===== config.mk =====
export PLATFORM = sky130hd
export DESIGN_NAME = tpu_dist_sq_unit
export DESIGN_NICKNAME = d
export VERILOG_FILES = /design/src/rtl/tpu_dist_sq_unit.sv
export SDC_FILE = /design/constraint.sdc
export NUM_CORES = 2
export LEC_CHECK = 0
export ABC_AREA = 0
export CAP_MARGIN = 10
export CORE_MARGIN = 1.5
export CORE_UTILIZATION = 51
export DETAILED_ROUTE_END_ITERATION = 10
export PLACE_DENSITY = 0.7
export SKIP_LAST_GASP = 1
export SYNTH_ARGS = -nofsm -noshare
export SYNTH_HDL_FRONTEND = slang
export SYNTH_SLANG_ARGS = --single-unit

===== constraint.sdc =====
create_clock -name clk -period 19.1 [get_ports clk]
set_input_delay 3.82 -clock clk [delete_from_list [all_inputs] [get_ports clk]]
set_output_delay 3.82 -clock clk [all_outputs]
set_load 0.1 [all_outputs]

===== src/rtl/tpu_dist_sq_unit.sv =====
// Pipelined pair-distance unit: r^2 = dx^2 + dy^2 + dz^2 in Q8.8, rounded and saturated.
// Optional macro DIST_SQ_CUTOFF_FILTER_EN drops out-of-range beats when they load S3.
module tpu_dist_sq_unit #(
  parameter int DATA_WIDTH = 16,
  parameter int TAG_WIDTH  = 8
) (
  input  logic                    clk,
  input  logic                    rst_n,
  input  logic                    enable,
  input  logic [3*DATA_WIDTH-1:0] in_pos_a,
  input  logic [3*DATA_WIDTH-1:0] in_pos_b,
  input  logic [TAG_WIDTH-1:0]    in_tag,
  input  logic                    in_valid,
  output logic                    in_ready,
  input  logic [DATA_WIDTH-1:0]   cutoff_sq,
  output logic [DATA_WIDTH-1:0]   out_r2,
  output logic [TAG_WIDTH-1:0]    out_tag,
  output logic                    out_in_range,
  output logic                    out_zero,
  output logic                    out_sat,
  output logic                    out_valid,
  input  logic                    out_ready,
  output logic [31:0]             pairs_in,
  output logic [31:0]             pairs_culled,
  output logic [31:0]             sat_count
);

  localparam int FRAC = DATA_WIDTH / 2;
  localparam int DW   = DATA_WIDTH + 1;
  localparam int SQW  = 2 * DW;
  localparam int SUMW = SQW + 1;
  localparam logic [SUMW-1:0] HALF = SUMW'(1) << (FRAC - 1);

  logic stall;
  logic advance;
  logic accept;
  logic cull;

  // Input capture register, then S1 differences, S2 squares, S3 rounded result.
  logic                         s0_valid_q, s0_valid_d;
  logic [3*DATA_WIDTH-1:0]      s0_a_q, s0_a_d;
  logic [3*DATA_WIDTH-1:0]      s0_b_q, s0_b_d;
  logic [TAG_WIDTH-1:0]         s0_tag_q, s0_tag_d;

  logic                         s1_valid_q, s1_valid_d;
  logic signed [DW-1:0]         s1_diff_q [3];
  logic signed [DW-1:0]         s1_diff_d [3];
  logic [TAG_WIDTH-1:0]         s1_tag_q, s1_tag_d;

  logic                         s2_valid_q, s2_valid_d;
  logic [SQW-1:0]               s2_sq_q [3];
  logic [SQW-1:0]               s2_sq_d [3];
  logic [TAG_WIDTH-1:0]         s2_tag_q, s2_tag_d;

  logic                         s3_valid_q, s3_valid_d;
  logic [DATA_WIDTH-1:0]        s3_r2_q, s3_r2_d;
  logic [TAG_WIDTH-1:0]         s3_tag_q, s3_tag_d;
  logic                         s3_range_q, s3_range_d;
  logic                         s3_zero_q, s3_zero_d;
  logic                         s3_sat_q, s3_sat_d;

  logic [31:0]                  pairs_in_q, pairs_in_d;
  logic [31:0]                  culled_q, culled_d;
  logic [31:0]                  sat_cnt_q, sat_cnt_d;

  logic signed [DW-1:0]         diff_c [3];
  logic [SQW-1:0]               sq_c [3];
  logic [SUMW-1:0]              sum_c;
  logic [SUMW-1:0]              rounded_c;
  logic                         sat_c;
  logic                         zero_c;
  logic [DATA_WIDTH-1:0]        r2_c;
  logic                         range_c;

  assign stall    = s3_valid_q && !out_ready;
  assign advance  = enable && !stall;
  assign in_ready = advance;
  assign accept   = in_valid && advance;

  for (genvar gi = 0; gi < 3; gi++) begin : g_axis
    logic signed [SQW-1:0] dext;
    logic signed [SQW-1:0] prod;
    assign diff_c[gi] = DW'($signed(s0_a_q[gi*DATA_WIDTH +: DATA_WIDTH]))
                      - DW'($signed(s0_b_q[gi*DATA_WIDTH +: DATA_WIDTH]));
    assign dext      = SQW'(s1_diff_q[gi]);
    assign prod      = dext * dext;
    assign sq_c[gi]  = prod;
  end

  // Round half up by adding half an LSB of the Q8.8 result before truncating.
  assign sum_c     = SUMW'(s2_sq_q[0]) + SUMW'(s2_sq_q[1]) + SUMW'(s2_sq_q[2]);
  assign rounded_c = (sum_c + HALF) >> FRAC;
  assign sat_c     = |rounded_c[SUMW-1:DATA_WIDTH];
  assign zero_c    = (rounded_c == '0);
  assign r2_c      = sat_c ? {DATA_WIDTH{1'b1}} : rounded_c[DATA_WIDTH-1:0];
  assign range_c   = !sat_c && !zero_c && (r2_c <= cutoff_sq);

`ifdef DIST_SQ_CUTOFF_FILTER_EN
  assign cull = s2_valid_q && !range_c;
`else
  assign cull = 1'b0;
`endif

  always_comb begin
    s0_valid_d = s0_valid_q;
    s0_a_d     = s0_a_q;
    s0_b_d     = s0_b_q;
    s0_tag_d   = s0_tag_q;
    s1_valid_d = s1_valid_q;
    s1_diff_d  = s1_diff_q;
    s1_tag_d   = s1_tag_q;
    s2_valid_d = s2_valid_q;
    s2_sq_d    = s2_sq_q;
    s2_tag_d   = s2_tag_q;
    s3_valid_d = s3_valid_q;
    s3_r2_d    = s3_r2_q;
    s3_tag_d   = s3_tag_q;
    s3_range_d = s3_range_q;
    s3_zero_d  = s3_zero_q;
    s3_sat_d   = s3_sat_q;
    pairs_in_d = pairs_in_q;
    culled_d   = culled_q;
    sat_cnt_d  = sat_cnt_q;

    // Every stage moves together; empty slots travel as bubbles.
    if (advance) begin
      s0_valid_d = in_valid;
      s0_a_d     = in_pos_a;
      s0_b_d     = in_pos_b;
      s0_tag_d   = in_tag;
      s1_valid_d = s0_valid_q;
      s1_diff_d  = diff_c;
      s1_tag_d   = s0_tag_q;
      s2_valid_d = s1_valid_q;
      s2_sq_d    = sq_c;
      s2_tag_d   = s1_tag_q;
      s3_valid_d = s2_valid_q && !cull;
      s3_r2_d    = r2_c;
      s3_tag_d   = s2_tag_q;
      s3_range_d = range_c;
      s3_zero_d  = zero_c;
      s3_sat_d   = sat_c;
      if (s2_valid_q && sat_c) sat_cnt_d = sat_cnt_q + 32'd1;
      if (cull)                culled_d  = culled_q + 32'd1;
    end
    if (accept) pairs_in_d = pairs_in_q + 32'd1;
  end

  always_ff @(posedge clk or negedge rst_n) begin
    if (!rst_n) begin
      s0_valid_q <= 1'b0;
      s0_a_q     <= '0;
      s0_b_q     <= '0;
      s0_tag_q   <= '0;
      s1_valid_q <= 1'b0;
      s1_diff_q  <= '{default: '0};
      s1_tag_q   <= '0;
      s2_valid_q <= 1'b0;
      s2_sq_q    <= '{default: '0};
      s2_tag_q   <= '0;
      s3_valid_q <= 1'b0;
      s3_r2_q    <= '0;
      s3_tag_q   <= '0;
      s3_range_q <= 1'b0;
      s3_zero_q  <= 1'b0;
      s3_sat_q   <= 1'b0;
      pairs_in_q <= '0;
      culled_q   <= '0;
      sat_cnt_q  <= '0;
    end else begin
      s0_valid_q <= s0_valid_d;
      s0_a_q     <= s0_a_d;
      s0_b_q     <= s0_b_d;
      s0_tag_q   <= s0_tag_d;
      s1_valid_q <= s1_valid_d;
      s1_diff_q  <= s1_diff_d;
      s1_tag_q   <= s1_tag_d;
      s2_valid_q <= s2_valid_d;
      s2_sq_q    <= s2_sq_d;
      s2_tag_q   <= s2_tag_d;
      s3_valid_q <= s3_valid_d;
      s3_r2_q    <= s3_r2_d;
      s3_tag_q   <= s3_tag_d;
      s3_range_q <= s3_range_d;
      s3_zero_q  <= s3_zero_d;
      s3_sat_q   <= s3_sat_d;
      pairs_in_q <= pairs_in_d;
      culled_q   <= culled_d;
      sat_cnt_q  <= sat_cnt_d;
    end
  end

  assign out_valid    = s3_valid_q;
  assign out_r2       = s3_r2_q;
  assign out_tag      = s3_tag_q;
  assign out_in_range = s3_range_q;
  assign out_zero     = s3_zero_q;
  assign out_sat      = s3_sat_q;
  assign pairs_in     = pairs_in_q;
  assign pairs_culled = culled_q;
  assign sat_count    = sat_cnt_q;

endmodule


==> out/metrics.yaml <==
worstPathCellList: "clkdlybuf4s50_1 > o21ai_4 > buf_4 > inv_8 > clkdlybuf4s50_1"
num_rows: 113
post_drt_wl_per_cell_um: 16.6
layout_common_cells: "1150 x inv_1, 849 x fa_1, 744 x nand2_1"
cpPeakStageDelay_ns: 1.17
rsz0062_at_grt: "false"
setup-tns-final_ns: 0
critPathLaunch: "enable"
max_freq_mhz: 102
relSlewSlack_pct: 27.8
via_per_inst: 5.22
synth_warnings: 0
drv_slew: 0
synthFlopType: "dfrtp_1"
status: "completed"
grt_start_max_net_pins: 156
die_w_um: 312
drt_iter0_drc: 1897
port_buffers: 217
synthToLayoutAreaGrowth_pct: 9.87
drc_errors: 0
fin_nets: 6714
syn_avg_cell_area_um2: 9.32
crit_slowest_cell: "clkdlybuf4s50_1"
synth_area_um2: 48700
synth_edf_count: 0
antenna_found_initial: 2
grt_pass1_vias: 37300
cts_buffer_depth: 3
crit_top_cell: "clkdlybuf4s50_1"
wirelength_um: 110000
drive_gt1_share_pct: 2.69
num_vias: 34700
min_path_type: "reg2reg"
postCtsSetupRepairBufs: 0
synth-seq-area-share_pct: 18.6
grt.met3_usage_pct: 4.25
grt_overflow: 0
required_ns: 15.28
htreeDepth: 2
period_share_pct: 51.3
ant_nets: 0
drv_cap: 0
finalCriticalPeriod_ns: 9.79
cts_made_buffers: 46
crit_path_start_kind: "input port"
critPathKind: "in2out"
dieHeight_um: 312
root_buffer: "clkbuf_16"
synthCells: 5224
initial_utilization_pct: 51.3
synthArstFlopShare_pct: 100
critPathMaxFanout: 34
cts_sinks: 362
tightest_slew_ns: 1.08
cts_resized: 0
hold_viol_final: 0
use_met1_pct: 32.3
worst-path-buf-inv: 4
utilization_pct: 56.4
core_um2: 94900
clk_pin_slew_ns: 0.06
end_kind: "output pin"
drt_first_pass_iters: 6
layout_commonest_cell: "inv_1"
grt_busiest_layer: "met2"
synthDistinctLibCells: 79
setup_viol: 0
synth-seq-cells: 362
fill_cells: 8414
skew_ns: 0.0402
io_pins: 250
crit_family: "buffers and inverters"
min-delay-start: "s0_valid_q"
place_congestion: 0.907
grt_util_met2_pct: 40.1
critPathArrivalTime_ns: 5.97
dpl.hpwl_um: 88700
clock_latency_ns: 0.65
grt_pass1_wl_um: 189000
cts_tree: "built"
rr_startpoint: "g_axis[2].dext[5]"
gr-usage-all-layers_pct: 24.0
holdBufCountCts: 0
die_area_um2: 97400
## Yosys cell counts, types with 43 or more instances
cell,number,area [um2]
xor2_1,95,832
a21o_1,58,435
ha_1,390,4880
fa_1,849,17000
clkbuf_1,144,541
nor3_1,46,230
dfrtp_1,362,9060
and2_1,200,1250
nand2_1,744,2790
nand3_1,63,315
nand2b_1,43,269
xnor2_1,108,946
o21ai_0,252,1260
nor2_1,142,533
a21oi_1,112,561
a211oi_1,48,360
inv_1,1150,4320
## per-layer routing
layer	routed length [um]	vias up	share of wire, %
met1	47600	17600	43
met3	6670	168	6.0
met4	2910	2	2.6
met2	53200	728	48
li1	-	16300	-
met5	10	-	0.0091
## per-stage QoR
stage	setup WS (ns)	hold WS [ns]	instances	cell area, um2
after floorplan	9.58	0.439	5256	48800
after global placement	9.31	0.447	6567	51900
after detailed placement	9.30	0.454	6567	51900
after CTS	9.30	0.446	6649	53500
after global routing	9.25	0.460	6649	53500
final	9.31	0.449	6651	53500
## final cells by class
class                      instances  area, um2  share of cell area [%]
antenna                            2       5.00                 0.00935
timing repair buffer             242       2380                    4.44
multi-input combinational       3546      34600                    64.6
clock inverter                    22        275                   0.514
tap                             1265       1580                    2.96
sequential                       362       9060                    16.9
clock buffer                      60       1320                    2.46
inverter                        1152       4330                    8.09
## path summary, 6_finish.rpt
| path | end | slack (ns) | cells past startpoint |
|---|---|---|---|
| worst max register to register | s2_sq_q[33] | 11.59 | 22 |
| worst min register to register | s1_valid_q | 0.45 | 2 |
| worst min-delay path | s1_valid_q | 0.45 | 2 |
| max in group asynchronous | g_axis[2].dext[0] | 13.80 | 3 |
| min in group asynchronous | s0_b_q[26] | 3.14 | 1 |
| worst max-delay path | in_ready | 9.31 | 5 |
## cells by family (layout without fill, tap and decap cells)
logic type,count (synthesis),count (layout),share of synthesized area (%)
other cells,1,35,0.00770
flops,362,362,18.6
simple gates,1383,1383,13.1
mux,9,9,0.208
fa+ha+maj,1239,1239,44.9
buf+inv,1348,1476,10.7
xor+xnor,203,203,3.65
compound gates,679,679,8.86
## sequential cells by signal (all words and copies together) (netlist names)
register and cells:
g_axis.dext 51, out_sat 1, out_r2 16, s1_valid_q 1, s0_tag_q 8, out_in_range 1, s2_sq_q 96, sat_count 32
s0_b_q 48, s0_a_q 48, s2_valid_q 1, s2_tag_q 8, out_zero 1, out_tag 8, out_valid 1, s1_tag_q 8
s0_valid_q 1, pairs_in 32
## worst reg2reg max path: stages, from the launching register on
cell and delay, ns:
dfrtp_1 0.74, inv_1 0.40, nor2_1 0.32, fa_1 0.46, inv_1 0.08, fa_1 0.43, fa_1 0.52, inv_1 0.05
fa_1 0.52, inv_1 0.05, fa_1 0.47, inv_1 0.05, fa_1 0.43, ha_1 0.37, nand3_1 0.13, nor2_1 0.18
nand4_1 0.11, o21ai_0 0.38, o21ai_0 0.33, o31ai_1 0.70, a211oi_1 0.26, o21a_1 0.24, o31ai_1 0.19
Power is not shown: default switching activity piles up to over one toggle a cycle in this logic, so the estimate is an artifact.
